File: src/rtl/pwm_ramp_ctrl.sv
// pwm_ramp_ctrl
//   Soft-start / soft-stop sequencer placed in front of the speed PWM
//   generator. Target-speed and stop commands arrive over a valid/ready
//   handshake. The speed output only ever moves one code at a time, once
//   every STEP_CYCLES clocks, so the generator never sees a jump between
//   non-adjacent speeds.
//
// Ports
//   clk         system clock, rising edge
//   rst         synchronous active-high reset
//   kill        emergency off, overrides any command in the same cycle
//   cmd_valid   command present
//   cmd_ready   command accepted this cycle (OFF / HOLD only)
//   cmd_stop    1 = ramp down to 0 then disable, 0 = ramp to cmd_target
//   cmd_target  requested speed code
//   pwm_enable  generator enable
//   pwm_speed   generator speed code
//   at_target   high while holding the requested speed
//   busy        high while ramping or stopping
module pwm_ramp_ctrl #(
    parameter int STEP_CYCLES = 1024,
    parameter int SPEED_W     = 3
) (
    input  logic               clk,
    input  logic               rst,
    input  logic               kill,
    input  logic               cmd_valid,
    output logic               cmd_ready,
    input  logic               cmd_stop,
    input  logic [SPEED_W-1:0] cmd_target,
    output logic               pwm_enable,
    output logic [SPEED_W-1:0] pwm_speed,
    output logic               at_target,
    output logic               busy
);

    localparam int              PW      = $clog2(STEP_CYCLES + 1);
    localparam logic [PW-1:0]   PRE_MAX = PW'(STEP_CYCLES - 1);

    typedef enum logic [1:0] {S_OFF, S_RAMP, S_HOLD, S_STOP} state_t;

    state_t             r_state, w_state_nxt;
    logic [PW-1:0]      r_pre, w_pre_nxt;
    logic [SPEED_W-1:0] r_tgt, w_tgt_nxt;
    logic [SPEED_W-1:0] r_spd, w_spd_nxt, w_spd_step;
    logic               r_en, w_en_nxt;
    logic               r_at, r_busy;
    logic               w_accept, w_tick;

    assign cmd_ready  = (r_state == S_OFF) || (r_state == S_HOLD);
    assign w_accept   = cmd_valid && cmd_ready;
    assign w_tick     = (r_pre == PRE_MAX);
    // Stepping only happens while speed != target, so this never wraps.
    // STOP reuses the same path with the target forced to 0.
    assign w_spd_step = (r_tgt > r_spd) ? r_spd + SPEED_W'(1) : r_spd - SPEED_W'(1);

    assign pwm_enable = r_en;
    assign pwm_speed  = r_spd;
    assign at_target  = r_at;
    assign busy       = r_busy;

    always_comb begin
        w_state_nxt = r_state;
        w_pre_nxt   = r_pre;
        w_tgt_nxt   = r_tgt;
        w_spd_nxt   = r_spd;
        w_en_nxt    = r_en;
        if (kill) begin
            w_state_nxt = S_OFF;
            w_en_nxt    = 1'b0;
            w_spd_nxt   = '0;
            w_pre_nxt   = '0;
        end else begin
            unique case (r_state)
                S_OFF: begin
                    if (w_accept && !cmd_stop) begin
                        w_en_nxt    = 1'b1;
                        w_spd_nxt   = '0;
                        w_pre_nxt   = '0;
                        w_tgt_nxt   = cmd_target;
                        w_state_nxt = (cmd_target == '0) ? S_HOLD : S_RAMP;
                    end
                end
                S_RAMP, S_STOP: begin
                    // Reaching speed 0 while stopping disables on the very
                    // next edge, ahead of any prescaler activity.
                    if (r_state == S_STOP && r_spd == '0) begin
                        w_state_nxt = S_OFF;
                        w_en_nxt    = 1'b0;
                        w_pre_nxt   = '0;
                    end else if (w_tick) begin
                        w_pre_nxt = '0;
                        w_spd_nxt = w_spd_step;
                        if (r_state == S_RAMP && w_spd_step == r_tgt)
                            w_state_nxt = S_HOLD;
                    end else begin
                        w_pre_nxt = r_pre + PW'(1);
                    end
                end
                S_HOLD: begin
                    if (w_accept) begin
                        if (cmd_stop) begin
                            w_state_nxt = S_STOP;
                            w_tgt_nxt   = '0;
                            w_pre_nxt   = '0;
                        end else if (cmd_target != r_spd) begin
                            w_state_nxt = S_RAMP;
                            w_tgt_nxt   = cmd_target;
                            w_pre_nxt   = '0;
                        end
                    end
                end
                default: begin
                    w_state_nxt = S_OFF;
                    w_en_nxt    = 1'b0;
                    w_spd_nxt   = '0;
                    w_pre_nxt   = '0;
                end
            endcase
        end
    end

    always_ff @(posedge clk) begin
        if (rst) begin
            r_state <= S_OFF;
            r_pre   <= '0;
            r_tgt   <= '0;
            r_spd   <= '0;
            r_en    <= 1'b0;
            r_at    <= 1'b0;
            r_busy  <= 1'b0;
        end else begin
            r_state <= w_state_nxt;
            r_pre   <= w_pre_nxt;
            r_tgt   <= w_tgt_nxt;
            r_spd   <= w_spd_nxt;
            r_en    <= w_en_nxt;
            // Status flags are registered copies of the next-state decode.
            r_at    <= (w_state_nxt == S_HOLD);
            r_busy  <= (w_state_nxt == S_RAMP) || (w_state_nxt == S_STOP);
        end
    end

endmodule

File: config.mk
export PLATFORM = sky130hd
export DESIGN_NAME = pwm_ramp_ctrl
export DESIGN_NICKNAME = d
export VERILOG_FILES = /design/src/rtl/pwm_ramp_ctrl.sv
export SDC_FILE = /design/constraint.sdc
export NUM_CORES = 1
export LEC_CHECK = 0
export CORE_ASPECT_RATIO = 1.2
export CORE_MARGIN = 2
export CORE_UTILIZATION = 55
export DETAILED_ROUTE_END_ITERATION = 10
export PLACE_DENSITY = 0.76
export SLEW_MARGIN = 40
export SYNTH_ARGS = -nofsm -noshare
export SYNTH_HDL_FRONTEND = slang
export SYNTH_SLANG_ARGS = --single-unit
File: constraint.sdc
create_clock -name clk -period 3.2 [get_ports clk]
set_input_delay 0.64 -clock clk [delete_from_list [all_inputs] [get_ports clk]]
set_output_delay 0.64 -clock clk [all_outputs]
set_load 0.005 [all_outputs]
# == Word-level counts from Yosys, hierarchy flattened ==
# Index checks and enable logic that the tools add are counted.
# W data, S select, Z words.
# word_totals
regBits,22
inputBits,8
# op_classes
add_sub_neg,3
magnitude_cmp,1
eq_ne,15
n_mux,30
n_bitwise,1
reduce_logical,18
# op_table
operator,count
$mux W11,6
$pmux W11 S3,1
$mux W3,8
$mux W2,9
$pmux W3 S2,2
$add A11 B1 Y11 const B,1
$eq A11 B10 Y1 const B,1
$eq A2 B2 Y1 const B,4
$ne A2 B2 Y1 const B,4
$logic_not A3 Y1,2
$pmux W2 S3,1
$reduce_and A3 Y1,2
$reduce_and A5 Y1,1
$eq A2 B1 Y1 const B,2
$logic_and A1 B1 Y1,4
$reduce_and A4 Y1,1
$reduce_bool A2 Y1,2
$reduce_or A2 Y1,2
$add A3 B1 Y3 const B,1
$eq A3 B3 Y1,1
$gt A3 B3 Y1,1
$ne A3 B2 Y1 const B,1
$ne A3 B3 Y1,1
$sub A3 B1 Y3 const B,1
7 further kinds,9

# == Longest topological paths before layout ==
# Gate-level depths: netlist of the first run.
# depth
word_depth,11
depth_mapped,10
mapped_depth_nobuf,9

# == Worst setup path before layout of the first run ==
# OpenSTA, ideal clock, no wires.
# synth_path
path_type,reg-to-reg
startpoint,"register r_spd[2], in the netlist pwm_speed[2]"
endpoint,register r_state[0]
setup_time_ns,0.128
arrival_time_ns,2.358
setup_slack_ns,0.714
path_stages_with_launch,10
path_buffers,1
period_less_slack_ns,2.486
path_cell_list,dfxtp_1 -> buf_2 -> inv_1 -> ha_1 -> or2_2 -> o311a_1 -> fa_1 -> xnor3_1 -> nand3b_1 -> nor3b_1
# synth_via
elab_chain_len,9
# synth_rtl
item,line_no,rtl
"start, declared",45,"logic [SPEED_W-1:0] r_spd, w_spd_nxt, w_spd_step;"
"start signal, assigned",136,r_spd <= w_spd_nxt;
$sub A3 B1 Y3 (tied with other cells),55,assign w_spd_step = (r_tgt > r_spd) ? r_spd + SPEED_W'(1) : r_spd - SPEED_W'(1);
$mux W3,55,
$eq A3 B3 Y1,94,if (r_state == S_RAMP && w_spd_step == r_tgt)
$logic_and A1 B1 Y1,94,
$mux W2,94,
$mux W2,91,end else if (w_tick) begin
$mux W2,87,if (r_state == S_STOP && r_spd == '0) begin
$pmux W2 S3 *,74,unique case (r_state)
$mux W2 *,68,if (kill) begin
"end signal, assigned",133,r_state <= w_state_nxt;
"end, declared",42,"state_t r_state, w_state_nxt;"
# Mark *: on every way between the ends. The rest lies on a longest branch, timed or not.
# A chain may end at the register's enable or synchronous reset.

# == Worst setup path in the final report of the first run ==
# Same ends and word-level chain as after synthesis.

==> results of run 1 <==
-- state kept, by name, summed over array words and instances, names as in the netlist --
name / cells
r_pre: 11
pwm_speed: 3
r_tgt: 3
r_state: 2
at_target: 1
pwm_enable: 1
-- worst max-delay path by stage --
stage / from / to / slack (ns) / cells past startpoint
4_1_cts: pwm_speed[2]$_SDFFE_PP0P_ / r_state[0]$_SDFF_PP0_ / 0.46 / 8
3_3_place_gp: pwm_speed[2]$_SDFFE_PP0P_ / r_state[0]$_SDFF_PP0_ / 0.53 / 8
5_1_grt: pwm_speed[2]$_SDFFE_PP0P_ / r_state[0]$_SDFF_PP0_ / 0.31 / 8
3_5_place_dp: pwm_speed[2]$_SDFFE_PP0P_ / r_state[0]$_SDFF_PP0_ / 0.51 / 8
6_report: pwm_speed[2]$_SDFFE_PP0P_ / r_state[0]$_SDFF_PP0_ / 0.46 / 8
2_1_floorplan: pwm_speed[2]$_SDFFE_PP0P_ / r_state[0]$_SDFF_PP0_ / 0.71 / 9
-- cells by family (layout without fill, tap and decap cells) --
family / Yosys count / count (layout) / synth area share [%]
AND/OR/NAND/NOR: 71 / 71 / 29.7
AO/OA/AOI/OAI: 38 / 38 / 19.1
flip-flops: 21 / 21 / 32.2
buffers and inverters: 13 / 26 / 5.09
XOR/XNOR: 10 / 10 / 7.77
adder cells (fa/ha/maj): 5 / 5 / 5.37
multiplexers: 1 / 1 / 0.768
-- where the power goes --
group	switching, mW	total (mW)	internal (mW)
registers	0.00450	0.269	0.265
logic	0.0328	0.0655	0.0327
clock network	0.0858	0.134	0.0478
-- final cells by class --
cell class | count | area [µm²] | area share (%)
flip-flops and latches | 21 | 420 | 28.5
well taps | 31 | 38.8 | 2.63
multi-input cells | 125 | 817 | 55.3
inverters | 8 | 30.0 | 2.03
repair buffers | 14 | 140 | 9.49
clock inverters | 1 | 7.51 | 0.508
clock buffers | 3 | 22.5 | 1.53
-- synthesized netlist by cell type, types with 3 or more instances --
cell type,number
xor2_1,4
a31oi_1,4
nand3_1,10
o21ai_1,4
nor2b_1,3
o21ai_0,8
xnor2_1,5
inv_1,8
nand4_1,3
dfxtp_1,21
or2_1,3
nor2_1,10
nand2_1,19
nor3_1,5
a21oi_1,8
ha_1,4
-- per-stage QoR --
| stage | setup slack [ns] | utilization [%] |
|---|---|---|
| CTS | 0.463 | 65.4 |
| global route | 0.311 | 65.4 |
| floorplan | 0.714 | - |
| finish | 0.461 | 65.4 |
| global placement | 0.527 | 64.0 |
| detailed placement | 0.509 | 64.0 |
-- routing by layer --
layer	wire length, µm	global-route usage, %	share of wire [%]	up-vias
met2	1440	40.1	53	29
li1	-	-	-	600
met1	1170	22.8	43	558
met5	0	0	0	-
met4	47	12.7	1.7	0
met3	83	3.93	3.0	6
-- critical path: stages (launching register included) --
cell and delay [ns]:
dfxtp_1 0.55, inv_1 0.11, ha_1 0.31, or2_2 0.29, o311a_1 0.16, fa_1 0.42, xnor3_1 0.37, nand3b_1 0.21
nor3b_1 0.19
==> results.cfg, run 1 <==
[sta]
hold_ws_ns = 0.489
worst_pin_slew_ns = 0.607
max_freq_mhz = 365
maxSlewHeadroom_pct = 59.5
rsz0062_at_grt = no
hold_violations = 0
drv_slew = 0
final.min_clock_period_ns = 2.74
period_share_pct = 85.6
setup_viol = 0
skew_ns = 0.0143
fin_tns_setup_ns = 0

[logic_synthesis]
yosysWarnings = 0
netlist_instances = 159
synth.top_cell.area_share_pct = 32.2
syn_area_mm2 = 0.00130
ys_ff_latch = 21
avgSynthCellArea_um2 = 8.20
synthFlopType = dfxtp_1
synth_area_leaders = dfxtp_1 32%, nand2_1 5.5%, ha_1 3.8%
synth_edf_count = 0
async_reset_ff_share_pct = 0
ys_seq_area_share_pct = 32.2
synth.net_count = 172
synth_cell_types = 49
synth_top_area_cell = dfxtp_1

[placement]
hpwl_mm = 2.13
io_buffers = 14
dp.cells = 199
gp_congestion = 0.827
place_area_mm2 = 0.00145

[critical_path]
crit_path_max_fanout = 7
r2r_start = pwm_speed[2]$_SDFFE_PP0P_
r2r_end = r_state[0]$_SDFF_PP0_
critical_path_class = flop to flop
r2r_slack_ns = 0.46
reg2reg_depth = 8
required_ns = 3.39
endpoint_kind = flop
worstSetupStartpointType = flop
worstPathArrival_ns = 2.93

[global_routing]
grt_usage_pct = 21.6
antenna_found_initial = 0
grt_first_pass_wirelength_mm = 4.69
grt_pass1_vias = 1170
grt_overflow = 0
grt_max_degree = 15

[cts]
cts_sinks = 21
cts_buffers = 3
root_buffer = clkbuf_4
cts_buffer_depth = 2
postCtsHoldBufs = 0
clock_latency_ns = 0.32
postCtsSetupBuffers = 0
cts_resized = 0
h-tree-depth = 1
path_clk_slew_ns = 0.13
cts_tree = yes

[finish]
area_delta_synth_final_pct = 13.2
drive_above_1_share_pct = 6.98
final_cell_area_mm2 = 0.00148
instances_no_fill = 203
nFillCells = 196
nets = 186
final_common_cell = dfxtp_1
diodes = 0
final_cell_mix = 21 x dfxtp_1, 19 x nand2_1, 14 x clkdlybuf4s50_1

[routing]
drt-total-wl_mm = 2.74
remaining_drc_errors = 0
drt_iter0_drc = 36
ant_nets = 0
dr.pass1.iters = 5
vias = 1193
routedWlPerCell_um = 13.5
vias_per_cell = 5.88

[hold_path]
holdPathStages = 1
min_path_type = flop to flop
min-delay-start = r_pre[10]$_SDFFE_PP0P_
hold_end = r_pre[10]$_SDFFE_PP0P_

[die]
pin_count = 15
core_area_mm2 = 0.00226
die_w_um = 48.4
num_rows = 19
start_util_pct = 57.7
die_h_um = 57.3
die-area_mm2 = 0.00278

[power_and_ir_drop]
power.total_mw = 0.468
leakage_nw = 0.497
ir_drop_v = 0.000243
power_density_mw_per_mm2 = 317

[run]
maxCapViolCount = 0

[run_status]
status = completed
No activity file was read; power rests on OpenSTA's default activity.
==> run 2, diff against run 1 <==
- CORE_UTILIZATION: 55 -> 49
- PLACE_DENSITY: 0.76 -> 0.72
- clock period: 3.2 -> 2.24 ns (I/O delays scaled with it)
==> run 2 against run 1 <==
Effect of this change: the run now ends with setup timing left; die area rose by 11%; routed wire length up 7.4%; non-clock buffer count up 14; total power grew 47%; critical path depth increased by 1; clock skew decreased by 0.0047 ns; combinational power increased by 79%; global-route usage rose by 0.074 points; utilization shrank 0.37 points; sequential share of layout area fell by 2.5 points; first-iteration DRC count is 36% lower; clock power rose by 41%.
==> results.cfg, run 2 (synthesis gave the netlist of run 1 again) <==
[critical_path]
required_ns = 2.45
reg2reg_depth = 9
r2r_start = pwm_speed[1]$_SDFFE_PP0P_
r2r_end = r_state[0]$_SDFF_PP0_
r2r_slack_ns = -0.02
crit_path_max_fanout = 3
endpoint_kind = flop
crit_start = pwm_speed[1]$_SDFFE_PP0P_
critical_path_class = flop to flop
endpoint = r_state[0]$_SDFF_PP0_
worstSetupStartpointType = flop
worstPathArrival_ns = 2.47

[sta]
rsz0062_at_grt = yes
skew_ns = 0.00958
maxSlewHeadroom_pct = 64.9
setup_viol = 1
drv_slew = 0
final.min_clock_period_ns = 2.26
setup_slack_ns = -0.0206
hold_ws_ns = 0.464
max_freq_mhz = 442
hold_violations = 0
worst_pin_slew_ns = 0.521
period_share_pct = 101

[power_and_ir_drop]
leakage_nw = 0.591
power.total_mw = 0.690
power_density_mw_per_mm2 = 420
ir_drop_v = 0.000399

[die]
pin_count = 15
start_util_pct = 51.6
die_w_um = 51.1
die-area_mm2 = 0.00309
num_rows = 20
core_area_mm2 = 0.00253
die_h_um = 60.5

[global_routing]
grt_pass1_vias = 1170
grt_first_pass_wirelength_mm = 5.05
grt_usage_pct = 21.6
grt_overflow = 0
grt_max_degree = 15
antenna_found_initial = 0

[placement]
dp.cells = 212
io_buffers = 14
gp_congestion = 0.831
hpwl_mm = 2.32

[cts]
cts_tree = yes
h-tree-depth = 1
cts_buffers = 3
root_buffer = clkbuf_4
clock_latency_ns = 0.31
cts_sinks = 21
path_clk_slew_ns = 0.12
cts_buffer_depth = 2

[run]
maxCapViolCount = 0

[routing]
remaining_drc_errors = 0
vias = 1218
drt-total-wl_mm = 2.94
routedWlPerCell_um = 13.4
ant_nets = 0
dr.pass1.iters = 4
drt_iter0_drc = 23
vias_per_cell = 5.56

[finish]
instances_no_fill = 219
drive_above_1_share_pct = 19.4
final_cell_mix = 19 x nand2_1, 18 x dfxtp_1, 14 x clkdlybuf4s50_1, 14 x buf_4
final_common_cell = nand2_1
regMostFlops = r_pre
nets = 200
area_delta_synth_final_pct = 26.0
diodes = 0
largest_reg_flops = 11

[run_status]
violations = setup timing
status = finished with violations

[hold_path]
min_path_type = flop to flop
==> run 2: cell types whose count changed in the layout (fill, tap and decap cells not counted), sizes merged <==
cell	change
buf	+14
clkbuf	+1
clkinvlp	-1
==> run 2: critical path: stages (launching register included) <==
cell	delay, ns
dfxtp_4	0.38
inv_4	0.04
ha_4	0.20
nor2b_4	0.12
o311a_4	0.31
fa_2	0.56
xnor2_1	0.07
nor3_1	0.13
nand3b_1	0.15
nor3b_2	0.20
==> run 2: per-layer routing <==
layer	track usage (%)	wire (µm)	vias up
li1	-	-	623
met4	8.11	46	0
met5	0	0	-
met3	3.20	85	5
met2	40.8	1550	15
met1	24.6	1260	575
==> run 2: layout make-up <==
type / count / area [µm²]
flip-flops and latches: 21 / 427
clock buffers: 4 / 26.3
well taps: 33 / 41.3
inverters: 8 / 32.5
fillers: 221 / 885
multi-input cells: 125 / 871
repair buffers: 28 / 245
==> run 2: how the worst min path moves through the flow <==
stage	to	startpoint	depth (start not counted)	slack, ns
after floorplan	r_tgt[0]$_SDFFE_PP0P_	r_tgt[0]$_SDFFE_PP0P_	2	0.43
after global placement	r_tgt[0]$_SDFFE_PP0P_	r_tgt[0]$_SDFFE_PP0P_	2	0.44
after detailed placement	r_tgt[0]$_SDFFE_PP0P_	r_tgt[0]$_SDFFE_PP0P_	2	0.45
after CTS	r_tgt[0]$_SDFFE_PP0P_	r_tgt[0]$_SDFFE_PP0P_	2	0.47
after global routing	r_tgt[0]$_SDFFE_PP0P_	r_tgt[0]$_SDFFE_PP0P_	2	0.48
final	r_tgt[0]$_SDFFE_PP0P_	r_tgt[0]$_SDFFE_PP0P_	2	0.46
==> run 2: stage by stage <==
| step | area, µm² | utilization [%] | setup TNS [ns] | setup slack (ns) |
|---|---|---|---|---|
| after detailed placement | 1590 | 63.0 | -0.245 | -0.137 |
| final | 1640 | 65.0 | -0.0206 | -0.0206 |
| after floorplan | 1370 | - | -0.0458 | -0.0458 |
| after CTS | 1640 | 64.7 | -0.0293 | -0.0293 |
| after global routing | 1640 | 65.0 | -0.131 | -0.0889 |
| after global placement | 1590 | 63.0 | -0.0648 | -0.0648 |
==> run 2: power breakdown <==
part	switching [mW]	internal [mW]
logic	0.0526	0.0642
clock network	0.120	0.0696
registers	0.00654	0.377
==> run 2: what timing repair did <==
action,CTS,global route
cloned,0,0
pin swaps,4,2
hold buffers,0,0
endpoints found under the setup margin,3,3
endpoints found under the hold margin,0,0
buffers inserted,2,1
resized for setup,1,0
==> run 3, diff against run 2 <==
- SLEW_MARGIN: 40 -> unset
==> results of run 3 <==
Same layout as run 2: the final DEF is identical, and so are final timing and power.
